<file path="src/rtl/bpm_pkg.sv">
// Shared definitions for the BPM measurement block and the beat scheduler.
package bpm_pkg;

    localparam logic [7:0] BPM_MIN     = 8'd40;
    localparam logic [7:0] BPM_MAX     = 8'd255;
    localparam logic [7:0] BPM_DEFAULT = 8'd240;

    localparam int unsigned DIV_W  = 32;
    localparam int unsigned DVSR_W = 10;

    typedef enum logic [1:0] {
        IDLE,
        CALC,
        RUN
    } sched_state_t;

    // Measurement-block operating modes
    typedef enum logic [1:0] {
        MODE_TAP  = 2'd0,
        MODE_AUTO = 2'd1,
        MODE_HOLD = 2'd2
    } bpm_mode_t;

    // Lower clamp only; the upper bound is the 8-bit range itself
    function automatic logic [7:0] clamp_bpm(input logic [7:0] bpm);
        return (bpm < BPM_MIN) ? BPM_MIN : bpm;
    endfunction

endpackage

</file>
<file path="src/rtl/beat_scheduler_divider.sv">
// 32/10 unsigned restoring divider, one quotient bit per cycle.
// start loads the operands; done pulses for one cycle after the 32nd bit.
module serial_divider
    import bpm_pkg::*;
(
    input  logic              clk,
    input  logic              reset,
    input  logic              start,
    input  logic [DIV_W-1:0]  dividend,
    input  logic [DVSR_W-1:0] divisor,
    output logic [DIV_W-1:0]  quotient,
    output logic              done
);

    localparam int unsigned CNT_W = $clog2(DIV_W);

    logic [DVSR_W-1:0] dvsr_q;
    logic [DVSR_W:0]   rem_q;
    logic [DVSR_W:0]   shifted;
    logic [DVSR_W:0]   diff;
    logic [CNT_W-1:0]  count_q;
    logic              running_q;

    // Trial subtraction of the divisor from the shifted partial remainder
    always_comb begin
        shifted = {rem_q[DVSR_W-1:0], quotient[DIV_W-1]};
        diff    = shifted - {1'b0, dvsr_q};
    end

    // Operand load and one restoring step per cycle
    always_ff @(posedge clk) begin
        if (reset) begin
            quotient  <= '0;
            dvsr_q    <= '0;
            rem_q     <= '0;
            count_q   <= '0;
            running_q <= 1'b0;
            done      <= 1'b0;
        end else begin
            done <= 1'b0;
            if (start) begin
                quotient  <= dividend;
                dvsr_q    <= divisor;
                rem_q     <= '0;
                count_q   <= '0;
                running_q <= 1'b1;
            end else if (running_q) begin
                if (shifted >= {1'b0, dvsr_q}) begin
                    rem_q    <= diff;
                    quotient <= {quotient[DIV_W-2:0], 1'b1};
                end else begin
                    rem_q    <= shifted;
                    quotient <= {quotient[DIV_W-2:0], 1'b0};
                end
                count_q <= count_q + CNT_W'(1);
                if (count_q == CNT_W'(DIV_W - 1)) begin
                    running_q <= 1'b0;
                    done      <= 1'b1;
                end
            end
        end
    end

endmodule

</file>
<file path="src/rtl/beat_scheduler.sv">
// Phase-stable metronome: converts clamped BPM into a tick period and emits
// tick/beat/bar strobes. Tempo changes take effect only on beat boundaries.
module beat_scheduler
    import bpm_pkg::*;
#(
    parameter int unsigned CLK_HZ        = 200_000_000,
    parameter int unsigned SUBDIV        = 4,
    parameter int unsigned BEATS_PER_BAR = 4
) (
    input  logic                             clk_camera_in,
    input  logic                             rst_n_in,
    input  logic [7:0]                       bpm_in,
    input  logic                             run_in,
    output logic                             tick_out,
    output logic                             beat_out,
    output logic                             bar_out,
    output logic [$clog2(SUBDIV)-1:0]        sub_idx_out,
    output logic [$clog2(BEATS_PER_BAR)-1:0] beat_idx_out,
    output logic [7:0]                       active_bpm_out,
    output logic [31:0]                      period_out,
    output logic                             busy_out
);

    localparam int unsigned SUB_W  = $clog2(SUBDIV);
    localparam int unsigned BEAT_W = $clog2(BEATS_PER_BAR);
    localparam logic [63:0] NUM_W  = 64'(CLK_HZ) * 64'd60 / 64'(SUBDIV);
    localparam logic [DIV_W-1:0] NUM = NUM_W[DIV_W-1:0];

    sched_state_t      state_q, state_d;
    logic [31:0]       cnt_q, cnt_d;
    logic [31:0]       period_q, period_d;
    logic [7:0]        active_q, active_d;
    logic [SUB_W-1:0]  sub_q, sub_d;
    logic [BEAT_W-1:0] bidx_q, bidx_d;
    logic              tick_q, tick_d;
    logic              beat_str_q, beat_str_d;
    logic              bar_q, bar_d;
    logic              start_q, start_d;
    logic [7:0]        div_bpm_q, div_bpm_d;
    logic              div_run_q, div_run_d;
    logic              pend_valid_q, pend_valid_d;
    logic [31:0]       pend_period_q, pend_period_d;
    logic [7:0]        pend_bpm_q, pend_bpm_d;

    logic [7:0]        bpm_c;
    logic              abort;
    logic              div_reset;
    logic              div_done;
    logic              div_idle;
    logic [DIV_W-1:0]  quotient;
    logic [DVSR_W-1:0] divisor;
    logic              wrap;
    logic              sub_last;
    logic              bidx_last;
    logic [SUB_W-1:0]  sub_n;
    logic [BEAT_W-1:0] bidx_n;
    logic              eff_valid;
    logic [31:0]       eff_period;
    logic [7:0]        eff_bpm;
    logic [7:0]        ref_bpm;

    assign bpm_c     = clamp_bpm(bpm_in);
    assign abort     = (state_q != IDLE) && !run_in;
    assign div_reset = !rst_n_in || abort;
    assign divisor   = DVSR_W'(32'(div_bpm_q) * SUBDIV);
    // The done cycle already counts as idle so a follow-up division starts next cycle
    assign div_idle  = !start_q && (!div_run_q || div_done);
    assign wrap      = (cnt_q == period_q - 32'd1);
    assign sub_last  = (sub_q == SUB_W'(SUBDIV - 1));
    assign bidx_last = (bidx_q == BEAT_W'(BEATS_PER_BAR - 1));
    assign sub_n     = sub_last ? '0 : sub_q + SUB_W'(1);
    assign bidx_n    = sub_last ? (bidx_last ? '0 : bidx_q + BEAT_W'(1)) : bidx_q;

    serial_divider u_div (
        .clk      (clk_camera_in),
        .reset    (div_reset),
        .start    (start_q),
        .dividend (NUM),
        .divisor  (divisor),
        .quotient (quotient),
        .done     (div_done)
    );

    // Next-state, counter, index, pending-tempo and strobe logic
    always_comb begin
        state_d       = state_q;
        cnt_d         = cnt_q;
        period_d      = period_q;
        active_d      = active_q;
        sub_d         = sub_q;
        bidx_d        = bidx_q;
        tick_d        = 1'b0;
        beat_str_d    = 1'b0;
        bar_d         = 1'b0;
        start_d       = 1'b0;
        div_bpm_d     = div_bpm_q;
        div_run_d     = div_run_q;
        pend_valid_d  = pend_valid_q;
        pend_period_d = pend_period_q;
        pend_bpm_d    = pend_bpm_q;
        eff_valid     = 1'b0;
        eff_period    = '0;
        eff_bpm       = '0;
        ref_bpm       = active_q;

        if (start_q) begin
            div_run_d = 1'b1;
        end else if (div_done) begin
            div_run_d = 1'b0;
        end

        unique case (state_q)
            IDLE: begin
                cnt_d        = '0;
                sub_d        = '0;
                bidx_d       = '0;
                pend_valid_d = 1'b0;
                if (run_in) begin
                    start_d   = 1'b1;
                    div_bpm_d = bpm_c;
                    state_d   = CALC;
                end
            end
            CALC: begin
                if (!run_in) begin
                    state_d      = IDLE;
                    div_run_d    = 1'b0;
                    cnt_d        = '0;
                    sub_d        = '0;
                    bidx_d       = '0;
                    pend_valid_d = 1'b0;
                end else if (div_done) begin
                    period_d   = quotient;
                    active_d   = div_bpm_q;
                    cnt_d      = '0;
                    sub_d      = '0;
                    bidx_d     = '0;
                    tick_d     = 1'b1;
                    beat_str_d = 1'b1;
                    bar_d      = 1'b1;
                    state_d    = RUN;
                end
            end
            RUN: begin
                if (!run_in) begin
                    state_d      = IDLE;
                    div_run_d    = 1'b0;
                    cnt_d        = '0;
                    sub_d        = '0;
                    bidx_d       = '0;
                    pend_valid_d = 1'b0;
                end else begin
                    // A result arriving on the wrap cycle itself is applied directly
                    eff_valid  = div_done || pend_valid_q;
                    eff_period = div_done ? quotient : pend_period_q;
                    eff_bpm    = div_done ? div_bpm_q : pend_bpm_q;
                    if (div_done) begin
                        pend_valid_d  = 1'b1;
                        pend_period_d = quotient;
                        pend_bpm_d    = div_bpm_q;
                    end
                    if (wrap) begin
                        cnt_d      = '0;
                        sub_d      = sub_n;
                        bidx_d     = bidx_n;
                        tick_d     = 1'b1;
                        beat_str_d = (sub_n == '0);
                        bar_d      = (sub_n == '0) && (bidx_n == '0);
                        if (sub_last && eff_valid) begin
                            period_d     = eff_period;
                            active_d     = eff_bpm;
                            pend_valid_d = 1'b0;
                        end
                    end else begin
                        cnt_d = cnt_q + 32'd1;
                    end
                    // Compare against the newest tempo already divided or in hand
                    ref_bpm = div_done ? div_bpm_q : (pend_valid_q ? pend_bpm_q : active_q);
                    if (div_idle && (bpm_c != ref_bpm)) begin
                        start_d   = 1'b1;
                        div_bpm_d = bpm_c;
                    end
                end
            end
            default: state_d = IDLE;
        endcase
    end

    // State and output registers with synchronous active-low reset
    always_ff @(posedge clk_camera_in) begin
        if (!rst_n_in) begin
            state_q       <= IDLE;
            cnt_q         <= '0;
            period_q      <= '0;
            active_q      <= '0;
            sub_q         <= '0;
            bidx_q        <= '0;
            tick_q        <= 1'b0;
            beat_str_q    <= 1'b0;
            bar_q         <= 1'b0;
            start_q       <= 1'b0;
            div_bpm_q     <= '0;
            div_run_q     <= 1'b0;
            pend_valid_q  <= 1'b0;
            pend_period_q <= '0;
            pend_bpm_q    <= '0;
        end else begin
            state_q       <= state_d;
            cnt_q         <= cnt_d;
            period_q      <= period_d;
            active_q      <= active_d;
            sub_q         <= sub_d;
            bidx_q        <= bidx_d;
            tick_q        <= tick_d;
            beat_str_q    <= beat_str_d;
            bar_q         <= bar_d;
            start_q       <= start_d;
            div_bpm_q     <= div_bpm_d;
            div_run_q     <= div_run_d;
            pend_valid_q  <= pend_valid_d;
            pend_period_q <= pend_period_d;
            pend_bpm_q    <= pend_bpm_d;
        end
    end

    assign tick_out       = tick_q;
    assign beat_out       = beat_str_q;
    assign bar_out        = bar_q;
    assign sub_idx_out    = sub_q;
    assign beat_idx_out   = bidx_q;
    assign active_bpm_out = active_q;
    assign period_out     = period_q;
    assign busy_out       = start_q || (div_run_q && !div_done);

endmodule

</file>
<file path="config.mk">
export PLATFORM = sky130hd
export DESIGN_NAME = beat_scheduler
export DESIGN_NICKNAME = d
export VERILOG_FILES = /design/src/rtl/bpm_pkg.sv /design/src/rtl/beat_scheduler_divider.sv /design/src/rtl/beat_scheduler.sv
export SDC_FILE = /design/constraint.sdc
export NUM_CORES = 1
export LEC_CHECK = 0
export BUFFER_PORTS_ARGS = -buffer_cell sky130_fd_sc_hd__buf_2
export CORE_MARGIN = 3
export CORE_UTILIZATION = 65
export DETAILED_ROUTE_END_ITERATION = 12
export PLACE_DENSITY = 0.92
export SYNTH_ARGS = -nofsm -noshare
export SYNTH_HDL_FRONTEND = slang
export SYNTH_SLANG_ARGS = --single-unit
</file>
<file path="constraint.sdc">
create_clock -name clk_camera_in -period 7 [get_ports clk_camera_in]
set_input_delay 0.7 -clock clk_camera_in [delete_from_list [all_inputs] [get_ports clk_camera_in]]
set_output_delay 0.7 -clock clk_camera_in [all_outputs]
set_load 0.01 [all_outputs]
</file>
==> impl_metrics.json <==
{
  "areaGrowthSynthToFinish_pct": 9.05,
  "clkPwrFrac_pct": 44.0,
  "critPathKind": "reg -> reg",
  "antenna_cells": 0,
  "cts.sink_count": 189,
  "cp_data_arrival_time_ns": 4.58,
  "syn_area_sq_um": 9690,
  "cts_inserted_buffers": 17,
  "p_int_mw": 1.69,
  "setup_viol": 0,
  "async_flop_share_pct": 0,
  "groute.usage.overall_pct": 32.2,
  "grtUsageMet1_pct": 42.6,
  "crit_chain": "nor4_1, nand3_1, or4_1, a211o_1, a22oi_1, nand4_1, o21a_1, o21ai_2, nor2_1",
  "grt_remaining_overflow": 0,
  "io_pins": 59,
  "grt_max_degree": 96,
  "die_area_sq_um": 16400,
  "avgSynthCellArea_sq_um": 8.11,
  "fmax_mhz": 233,
  "cp-startpoint": "period_out[0]$_SDFFE_PN0P_",
  "slew_viol_final": 0,
  "p_switching_mw": 0.576,
  "r2r_start": "period_out[0]$_SDFFE_PN0P_",
  "wl_mm": 26.3,
  "fin_tns_setup_ns": 0,
  "grt_first_pass_wirelength_mm": 43.0,
  "crit_slowest_cell": "o21ai_2",
  "cts_resized": 0,
  "ys_types": 68,
  "grt.met2_usage_pct": 51.6,
  "start_util_pct": 68.2,
  "ant_nets": 0,
  "cts_setup_buffers": 0,
  "reg2reg_slack_ns": 2.71,
  "slew_headroom_pct": 20.1,
  "pwr-share-seq_pct": 49.2,
  "cp.required_ns": 7.29,
  "yosysWarnings": 0,
  "synth-seq-cells": 189,
  "port_buffers": 58,
  "clk_latency_ns": 0.45,
  "htree_levels": 4,
  "route.detailed.drc": 0,
  "netSwitchingFraction_pct": 25.4,
  "p_comb_share_pct": 6.8,
  "maxCapViolCount": 0,
  "top_usage_layer": "met2",
  "ctsHoldBuffers": 0,
  "max_stage_delay_ns": 0.93,
  "clkTransAtPathRegs_ns": 0.08,
  "grt_use_met3_pct": 7.58,
  "peakVddDrop_mv": 0.181,
  "die_w_microns": 128,
  "synth_flop_cell": "dfxtp_1",
  "seq_area_frac_synth_pct": 39.0,
  "wl_per_cell_microns": 18.9,
  "gp_congestion": 1.02,
  "vias": 9149,
  "final.setup_skew_ns": 0.0111,
  "die_h_microns": 128,
  "vias_per_cell": 6.56,
  "synth_cells": 1195,
  "nets": 1233,
  "drive_gt1_share_pct": 11.0,
  "crit_path_end_kind": "flip-flop",
  "hold_viol_final": 0,
  "outcome": "complete, no violations",
  "grt_pass1_vias": 8609,
  "power_mw": 2.26,
  "antenna_found_initial": 0,
  "cp_max_fo": 31,
  "core_area_sq_um": 14200,
  "hold_class": "reg -> reg",
  "drt-pass1-iter-count": 8,
  "p_per_area_nw_per_um2": 214,
  "fin_crit_sh_pct": 61.3,
  "cts_tree": "done",
  "cts_root_buf": "clkbuf_16",
  "synth_nets": 1226,
  "row_count": 43,
  "min_period_ns": 4.29,
  "worst_pin_slew_ns": 1.20,
  "dp_hpwl_mm": 16.7,
  "cts.path.max_buffers": 2,
  "rsz0062_at_grt": "no",
  "min_from": "pend_period_q[17]$_SDFFE_PN0P_",
  "p_leak_nw": 3.81,
  "startpoint_type": "flip-flop",
  "drtIter0Drc": 1239,
  "synth_edf_count": 0
}
-- cells in the final DEF, fill, tap and decap left out, types with 33 or more instances in the layout --
| cell | netlist | final |
|---|---|---|
| dfxtp_1 | 189 | 188 |
| nand2_1 | 129 | 129 |
| nor2_1 | 125 | 123 |
| nand3_1 | 98 | 98 |
| a21oi_1 | 69 | 69 |
| buf_2 | 9 | 58 |
| mux2i_1 | 50 | 50 |
| xnor2_1 | 50 | 50 |
| a31oi_1 | 46 | 46 |
| o21ai_1 | 41 | 42 |
| xor2_1 | 33 | 33 |
-- worst paths after layout --
path,cells after the start,endpoint
worst max-delay path,9,cnt_q[16]$_SDFFE_PN0P_
worst min-delay path,2,pend_period_q[17]$_SDFFE_PN0P_
worst max register to register,9,cnt_q[16]$_SDFFE_PN0P_
worst min register to register,2,pend_period_q[17]$_SDFFE_PN0P_
-- metal layers --
metal  vias up  wire length [microns]  part of all wire, %
li1       4242                      -                    -
met1      4302                  10500                   40
met2       511                  12400                   47
met3        94                   2600                  9.9
met4         0                    782                  3.0
met5         -                      0                    0
-- final cells by class --
class                      instances  area, sq um
multi-input combinational        895         5460
inverter                          29          109
clock buffer                      17          425
fill                             994         3640
timing repair buffer              70          380
sequential                       189         3780
clock inverter                    15          180
tap                              180          225
-- power groups by stage --
| stage | registers [mW] | logic (mW) | clock network (mW) |
|---|---|---|---|
| 6_report | 1.11 | 0.154 | 0.996 |
| 5_1_grt | 1.12 | 0.169 | 1.05 |
| 4_1_cts | 1.11 | 0.151 | 1.00 |
| 2_1_floorplan | 1.13 | 0.123 | 0 |
| 3_5_place_dp | 1.14 | 0.148 | 0 |
| 3_3_place_gp | 1.14 | 0.143 | 0 |
-- flip-flops by register name, summed over array words and instances, names as in the netlist --
| name | count |
|---|---|
| sub_idx_out | 2 |
| u_div.quotient | 32 |
| u_div.running_q | 1 |
| div_bpm_q | 8 |
| u_div.count_q | 5 |
| start_q | 1 |
| beat_idx_out | 2 |
| state_q | 2 |
| period_out | 32 |
| u_div.done | 1 |
| beat_out | 1 |
| pend_bpm_q | 8 |
| pend_valid_q | 1 |
| tick_out | 1 |
| bar_out | 1 |
| u_div.dvsr_q | 8 |
| pend_period_q | 32 |
| active_bpm_out | 8 |
| u_div.rem_q | 10 |
| div_run_q | 1 |
| cnt_q | 32 |
-- synthesized netlist by cell type, types with 3 or more instances --
cell type	instances	area share, %
nor4_2	6	0.77
a21o_1	3	0.23
buf_1	4	0.15
a2bb2oi_1	3	0.27
nand3b_1	4	0.31
a211oi_1	15	1.2
and4_1	3	0.27
or4_1	11	0.85
nand3_1	98	5.1
nor2_1	125	4.8
a31oi_1	46	3.0
xnor2_1	50	4.5
nand2_1	129	5.0
mux2_2	7	0.81
or2_2	4	0.26
nand2b_1	4	0.26
dfxtp_1	189	39
a21boi_0	3	0.23
ha_1	19	2.5
buf_6	5	0.58
o31ai_1	7	0.54
buf_2	9	0.46
o211ai_1	3	0.23
xor2_1	33	3.0
o21ai_0	30	1.5
o21a_1	4	0.31
nand4_1	17	1.1
a21oi_1	69	3.6
and2_1	5	0.32
mux2i_1	50	5.2
nor4b_1	4	0.36
nor2b_1	22	1.4
clkbuf_1	63	2.4
nor3_1	19	0.98
inv_1	27	1.0
o21ai_1	41	2.1
and3_1	8	0.52
nor4_1	13	0.84
or3_1	6	0.39
-- stage by stage --
step	std cells	hold slack [ns]	util [%]	setup slack, ns	area [sq um]
6_report	1395	0.459	74.4	2.71	10600
5_1_grt	1395	0.475	74.4	2.46	10600
4_1_cts	1395	0.457	74.4	2.77	10600
3_5_place_dp	1363	0.447	70.1	2.87	9960
3_3_place_gp	1363	0.439	70.1	3.00	9960
2_1_floorplan	1195	0.433	-	3.73	9690
-- kinds of logic (layout without fill, tap and decap cells) --
group                    after synthesis  count (layout)  share of synthesized area, %
buffers and inverters                111             131                          4.84
multiplexers                          57              57                          5.98
flip-flops                           189             189                          39.0
AO/OA/AOI/OAI                        249             249                          15.6
adder cells (fa/ha/maj)               20              20                          2.66
XOR/XNOR                              83              83                          7.50
AND/OR/NAND/NOR                      486             486                          24.3
-- critical path, delay by kind of cell, from the launching register on --
family,cells,cell delay (ns)
AND/OR/NAND/NOR,5,1.94
AO/OA/AOI/OAI,4,1.79
flip-flops,1,0.40
Note: power is estimated with default switching activity, not from simulation.
